--- config.mk ---
export PLATFORM = sky130hd
export DESIGN_NAME = activation_pair_reader
export DESIGN_NICKNAME = d
export VERILOG_FILES = /design/src/rtl/activation_store_pkg.sv /design/src/rtl/activation_pair_reader_fifo.sv /design/src/rtl/activation_pair_reader.sv
export SDC_FILE = /design/constraint.sdc
export NUM_CORES = 1
export LEC_CHECK = 0
export CORE_UTILIZATION = 40
export CTS_CLUSTER_DIAMETER = 40
export DETAILED_ROUTE_END_ITERATION = 7
export PLACE_DENSITY = 0.65
export SETUP_SLACK_MARGIN = 0.2
export SYNTH_ARGS = -nofsm -noshare
export SYNTH_HDL_FRONTEND = slang
export SYNTH_HIERARCHICAL = 1
export SYNTH_SLANG_ARGS = --single-unit
--- constraint.sdc ---
create_clock -name clk -period 4.4 [get_ports clk]
set_input_delay 0.44 -clock clk [delete_from_list [all_inputs] [get_ports clk]]
set_output_delay 0.44 -clock clk [all_outputs]
set_load 0.01 [all_outputs]
--- src/rtl/activation_store_pkg.sv ---
// Shared types for the dual-read activation store and its read sequencer.
package activation_store_pkg;

    localparam int unsigned VALUE_WIDTH   = 16;
    localparam int unsigned ADDRESS_WIDTH = 10;

    typedef enum logic [1:0] {
        IDLE  = 2'd0,
        ISSUE = 2'd1,
        DRAIN = 2'd2
    } state_e;

    typedef struct packed {
        logic [VALUE_WIDTH-1:0] val1;
        logic [VALUE_WIDTH-1:0] val2;
        logic                   last;
    } pair_t;

endpackage

--- src/rtl/activation_pair_reader_fifo.sv ---
// Small synchronous FIFO holding captured activation pairs; exposes its fill count.
module pair_fifo #(
    parameter int unsigned WIDTH = 33,
    parameter int unsigned DEPTH = 2
) (
    input  logic                     clk,
    input  logic                     reset,
    input  logic                     push_i,
    input  logic [WIDTH-1:0]         wdata_i,
    input  logic                     pop_i,
    output logic [WIDTH-1:0]         rdata_o,
    output logic                     empty_o,
    output logic [$clog2(DEPTH):0]   count_o
);

    localparam int unsigned PW = $clog2(DEPTH);

    logic [WIDTH-1:0] mem_q [DEPTH];
    logic [PW-1:0]    wr_ptr_q;
    logic [PW-1:0]    rd_ptr_q;
    logic [PW:0]      count_q;
    logic             pop_ok;

    assign pop_ok  = pop_i && (count_q != '0);
    assign rdata_o = mem_q[rd_ptr_q];
    assign empty_o = (count_q == '0);
    assign count_o = count_q;

    // Storage carries no reset; emptiness is tracked by the count alone.
    always_ff @(posedge clk) begin
        if (push_i) begin
            mem_q[wr_ptr_q] <= wdata_i;
        end
    end

    always_ff @(posedge clk or negedge reset) begin
        if (!reset) begin
            wr_ptr_q <= '0;
            rd_ptr_q <= '0;
            count_q  <= '0;
        end else begin
            if (push_i) begin
                wr_ptr_q <= wr_ptr_q + 1'b1;
            end
            if (pop_ok) begin
                rd_ptr_q <= rd_ptr_q + 1'b1;
            end
            count_q <= count_q + {{PW{1'b0}}, push_i} - {{PW{1'b0}}, pop_ok};
        end
    end

endmodule

--- src/rtl/activation_pair_reader.sv ---
// Streams LEN address pairs out of the dual-read activation store onto a
// valid/ready interface, absorbing the store's one-cycle read latency.
module activation_pair_reader
    import activation_store_pkg::*;
#(
    parameter int unsigned value_width   = VALUE_WIDTH,
    parameter int unsigned address_width = ADDRESS_WIDTH,
    parameter int unsigned fifo_depth    = 2
) (
    input  logic                     clk,
    input  logic                     reset,
    input  logic                     start,
    input  logic [address_width-1:0] base1,
    input  logic [address_width-1:0] base2,
    input  logic [address_width:0]   len,
    output logic                     busy,
    output logic                     done,
    output logic                     st_wr_en,
    output logic [address_width-1:0] st_address1,
    output logic [address_width-1:0] st_address2,
    input  logic [value_width-1:0]   st_read_val1,
    input  logic [value_width-1:0]   st_read_val2,
    output logic                     out_valid,
    input  logic                     out_ready,
    output logic [value_width-1:0]   out_val1,
    output logic [value_width-1:0]   out_val2,
    output logic                     out_last
);

    localparam int unsigned CW = $clog2(fifo_depth) + 1;
    localparam logic [address_width:0] LEN_ONE = (address_width + 1)'(1);

    typedef struct packed {
        logic [value_width-1:0] val1;
        logic [value_width-1:0] val2;
        logic                   last;
    } entry_t;

    state_e                   state_q;
    logic [address_width-1:0] addr1_q;
    logic [address_width-1:0] addr2_q;
    logic [address_width-1:0] hold1_q;
    logic [address_width-1:0] hold2_q;
    logic [address_width:0]   remaining_q;
    logic                     inflight_q;
    logic                     inflight_last_q;
    logic                     busy_q;
    logic                     done_q;

    entry_t                   wr_entry;
    entry_t                   rd_entry;
    logic                     fifo_empty;
    logic [CW-1:0]            fifo_count;
    logic                     pop;
    logic                     issue;
    logic [CW:0]              credit_used;

    assign pop = !fifo_empty && out_ready;

    // A pop this cycle frees a slot before the read issued now is captured,
    // which is what sustains one pair per cycle with a two-entry buffer.
    assign credit_used = {1'b0, fifo_count} + (CW + 1)'(inflight_q) - (CW + 1)'(pop);
    assign issue       = (state_q == ISSUE) && (credit_used < (CW + 1)'(fifo_depth));

    assign st_wr_en    = 1'b0;
    assign st_address1 = issue ? addr1_q : hold1_q;
    assign st_address2 = issue ? addr2_q : hold2_q;

    assign wr_entry = '{val1: st_read_val1, val2: st_read_val2, last: inflight_last_q};

    pair_fifo #(
        .WIDTH ($bits(entry_t)),
        .DEPTH (fifo_depth)
    ) u_fifo (
        .clk     (clk),
        .reset   (reset),
        .push_i  (inflight_q),
        .wdata_i (wr_entry),
        .pop_i   (pop),
        .rdata_o (rd_entry),
        .empty_o (fifo_empty),
        .count_o (fifo_count)
    );

    assign out_valid = !fifo_empty;
    assign out_val1  = fifo_empty ? '0 : rd_entry.val1;
    assign out_val2  = fifo_empty ? '0 : rd_entry.val2;
    assign out_last  = !fifo_empty && rd_entry.last;
    assign busy      = busy_q;
    assign done      = done_q;

    always_ff @(posedge clk or negedge reset) begin
        if (!reset) begin
            state_q         <= IDLE;
            addr1_q         <= '0;
            addr2_q         <= '0;
            hold1_q         <= '0;
            hold2_q         <= '0;
            remaining_q     <= '0;
            inflight_q      <= 1'b0;
            inflight_last_q <= 1'b0;
            busy_q          <= 1'b0;
            done_q          <= 1'b0;
        end else begin
            done_q          <= 1'b0;
            inflight_q      <= issue;
            inflight_last_q <= issue && (remaining_q == LEN_ONE);
            if (issue) begin
                hold1_q     <= addr1_q;
                hold2_q     <= addr2_q;
                addr1_q     <= addr1_q + 1'b1;
                addr2_q     <= addr2_q + 1'b1;
                remaining_q <= remaining_q - 1'b1;
            end
            case (state_q)
                IDLE: begin
                    if (start) begin
                        if (len != '0) begin
                            addr1_q     <= base1;
                            addr2_q     <= base2;
                            remaining_q <= len;
                            busy_q      <= 1'b1;
                            state_q     <= ISSUE;
                        end else begin
                            done_q <= 1'b1;
                        end
                    end
                end
                ISSUE: begin
                    if (issue && (remaining_q == LEN_ONE)) begin
                        state_q <= DRAIN;
                    end
                end
                DRAIN: begin
                    if (pop && rd_entry.last) begin
                        done_q  <= 1'b1;
                        busy_q  <= 1'b0;
                        state_q <= IDLE;
                    end
                end
                default: state_q <= IDLE;
            endcase
        end
    end

endmodule

==> qor.txt <==
Synth area leaders -> edfxtp_1, dfrtp_1, mux2_4, mux2_2, nor2b_1
Post-DRT Antenna Nets -> 0
CP Max Fanout -> 14
Setup TNS -> 0 ns
Status -> complete, no violations
Final nets -> 646
Crit-path max cell delay -> 0.55 ns
Syn avg cell area -> 13.3 um2
Crit path time final -> 3.93 ns
Fill cells -> 1217
Clk_skew -> 0.00796 ns
Yosys warnings -> 6
Layout cell share with drive strength beyond 1 -> 18.5%
Design area -> 7810 um2
Worst-skew pair later-pin latency -> 0.41 ns
Die X-Extent -> 123 um
Clock sinks -> 127
Pwr/cell area -> 788 nW/um2
Register area share after synthesis -> 59.9%
Yosys cell types -> 51
Post-synth EDFFs -> 66
Maximum clock frequency -> 0.254 GHz
Post-route DRC violation count -> 0
FFs w/ async S/R, synth -> 48.0%
Placed insts -> 733
CTS buffer count -> 17
Rows -> 43
RSZ-0062 raised after global routing -> no
LEAKAGE -> 0.00298 uW
Slew headroom -> 28.6%
Synth area leader -> edfxtp_1
HP Class -> in2async
CTS resizes -> 0
Count of final setup violators -> 0
Final hold vios -> 0
CP max-delay cell -> clkdlybuf4s50_1
First-pass GRT wire length -> 19.1 mm
Post-Layout Cell Count -> 765
Buf/Inv on CP -> 3
Mapped Cells -> 439
ANT cells -> 0
Starting DRT DRC Count -> 226
Post-CTS Setup Inserts -> 0
Root Driver -> clkbuf_16
Top cell family by delay on the critical path -> buffers and inverters
All-layer global routing usage -> 17.0%
Post-synth top area share -> 33.8%
1st-pass router iterations -> 4
Max-slew violations -> 0
Final Total Pwr -> 6160 uW
Final period util -> 89.3%
Longest Clk Path Bufs -> 2
Initial Util -> 41.6%
PortBufs -> 122
Levels on crit path -> 12
Seq cells post-synth -> 127
Largest net degree at the start of global routing -> 62
Synthesized cell area -> 5860 um2
Via Count -> 3824
Routability Congestion -> 0.748
Remaining global-route overflow -> 0
Worst-path cell chain -> nor2_2, nor2b_1, nor2b_1, o21ai_0, fa_1, and3b_1, nand2_2, inv_2, buf_4, nand2_1, nand2_1, clkdlybuf4s50_1
Top post-synthesis cells by count -> edfxtp_1, dfrtp_1, nand2_1
Area grow syn2layout -> 33.3%
Number of global-route vias before repair -> 3888
DRT Wirelength -> 12.0 mm
Die area -> 15100 um2
Max-cap viol count -> 0
Core area -> 14100 um2
CP Data Arrival Time -> 3.49 ns
Post-synth top flop -> edfxtp_1
I/O pin total -> 124
Placed Area -> 7240 um2
Mapped Nets -> 513
Vias per inst -> 5.00
R2R cell count -> 10
WS Path Type -> reg2out
Flop2flop setup slack -> 1.25 ns
Wire per inst -> 15.7 um
Initial antenna violation count -> 0
Die Height -> 123 um
Reg clk slew, reported paths -> 0.06 ns
Worst EP required -> 3.96 ns
Most numerous cell in the Yosys netlist -> edfxtp_1
Worst Setup Start Kind -> register
CTS tree -> built
H-Tree Depth -> 4
Hpwl dp -> 8.20 mm
Maximum vdd drop -> 431 uV
Worst setup EP type -> output pin
Worst slew pin tran -> 1.07 ns
CTS Hold Bufs -> 0
[path summary, 6_finish.rpt]
| check | startpoint | to |
|---|---|---|
| setup / recovery | u_fifo/count_o[1] | st_address2[2] |
| hold / removal | reset | hold1_q[9] |
| setup reg to reg | u_fifo/count_o[1] | addr2_q[9] |
| hold reg to reg | inflight_last_q | u_fifo/mem_q[1][0] |
| max in group asynchronous | reset | u_fifo/rd_ptr_q |
| min in group clk | inflight_last_q | u_fifo/mem_q[1][0] |
[cells in the final DEF, fill, tap and decap left out, drive strengths merged, types with 3 or more instances in the layout]
cell type	Yosys	final
xor2	16	16
nor4	8	8
clkdlybuf4s50	0	121
edfxtp	66	66
o21ai	27	27
dfrtp	61	61
clkinv	0	7
o31ai	4	4
a21oi	4	4
nand2	44	44
nand4	10	10
or4	5	5
xnor2	13	13
mux2	52	52
or3	3	3
a31oi	5	5
clkinvlp	0	5
buf	13	12
nor3	9	9
nand3	10	10
ha	6	6
clkbuf	6	17
nor2	10	10
o31a	3	3
nor2b	37	37
inv	10	11
[state kept, by name, indices dropped and copies added (netlist names), 2 cells and up]
register,count
u_fifo/mem_q,66
remaining_q,11
addr1_q,10
addr2_q,10
hold1_q,10
hold2_q,10
state_q,2
u_fifo/count_o,2
[final cells by class]
class	count	area, um2	area share [%]
multi-input cells	283	2170	27.7
clock inverters	15	146	1.87
repair buffers	133	1300	16.6
flip-flops and latches	127	3510	44.9
clock buffers	17	425	5.45
well taps	180	225	2.88
inverters	10	37.5	0.481
[stage by stage]
stage               worst slack [ns]  hold WS [ns]  util (%)
floorplan                      0.972         0.144         -
global placement               0.610         0.423      51.3
detailed placement             0.562         0.448      51.3
CTS                            0.383         0.218      55.4
global route                   0.207         0.264      55.4
finish                         0.469         0.209      55.4
[per-layer routing]
layer  routed length, um  global-route usage (%)  up-vias
li1                    -                       -     1840
met1                5330                    20.8     1826
met2                5720                    27.6      140
met3                 820                    5.72       18
met4                 156                    6.63        0
met5                   0                       0        -
[power by group]
part / internal [uW] / switching (uW)
clock: 827 / 506
sequential: 1670 / 341
combinational: 1560 / 1250
total: 4060 / 2100
[worst register-to-register path, stage by stage (launching register included)]
cell and delay [ns]:
dfrtp_1 0.51, nor2_2 0.09, nor2b_1 0.16, nor2b_1 0.24
o21ai_0 0.15, fa_1 0.43, xor2_1 0.24, buf_4 0.21
or3_4 0.40, or4_1 0.47, a31oi_1 0.18
[kinds of logic (layout without fill, tap and decap cells)]
family | Yosys count | after routing | share of synthesized area, %
and+or+nand+nor | 149 | 149 | 14.4
DFF | 127 | 127 | 59.9
muxes | 52 | 52 | 11.9
AOI/OAI and AO/OA | 45 | 45 | 4.51
xor gates and xnor gates | 29 | 29 | 4.34
buffers and inverters | 29 | 175 | 3.31
adders and majority gates | 7 | 7 | 1.62
other | 1 | 1 | 0.0640
No activity file was read; power rests on OpenSTA's default activity.
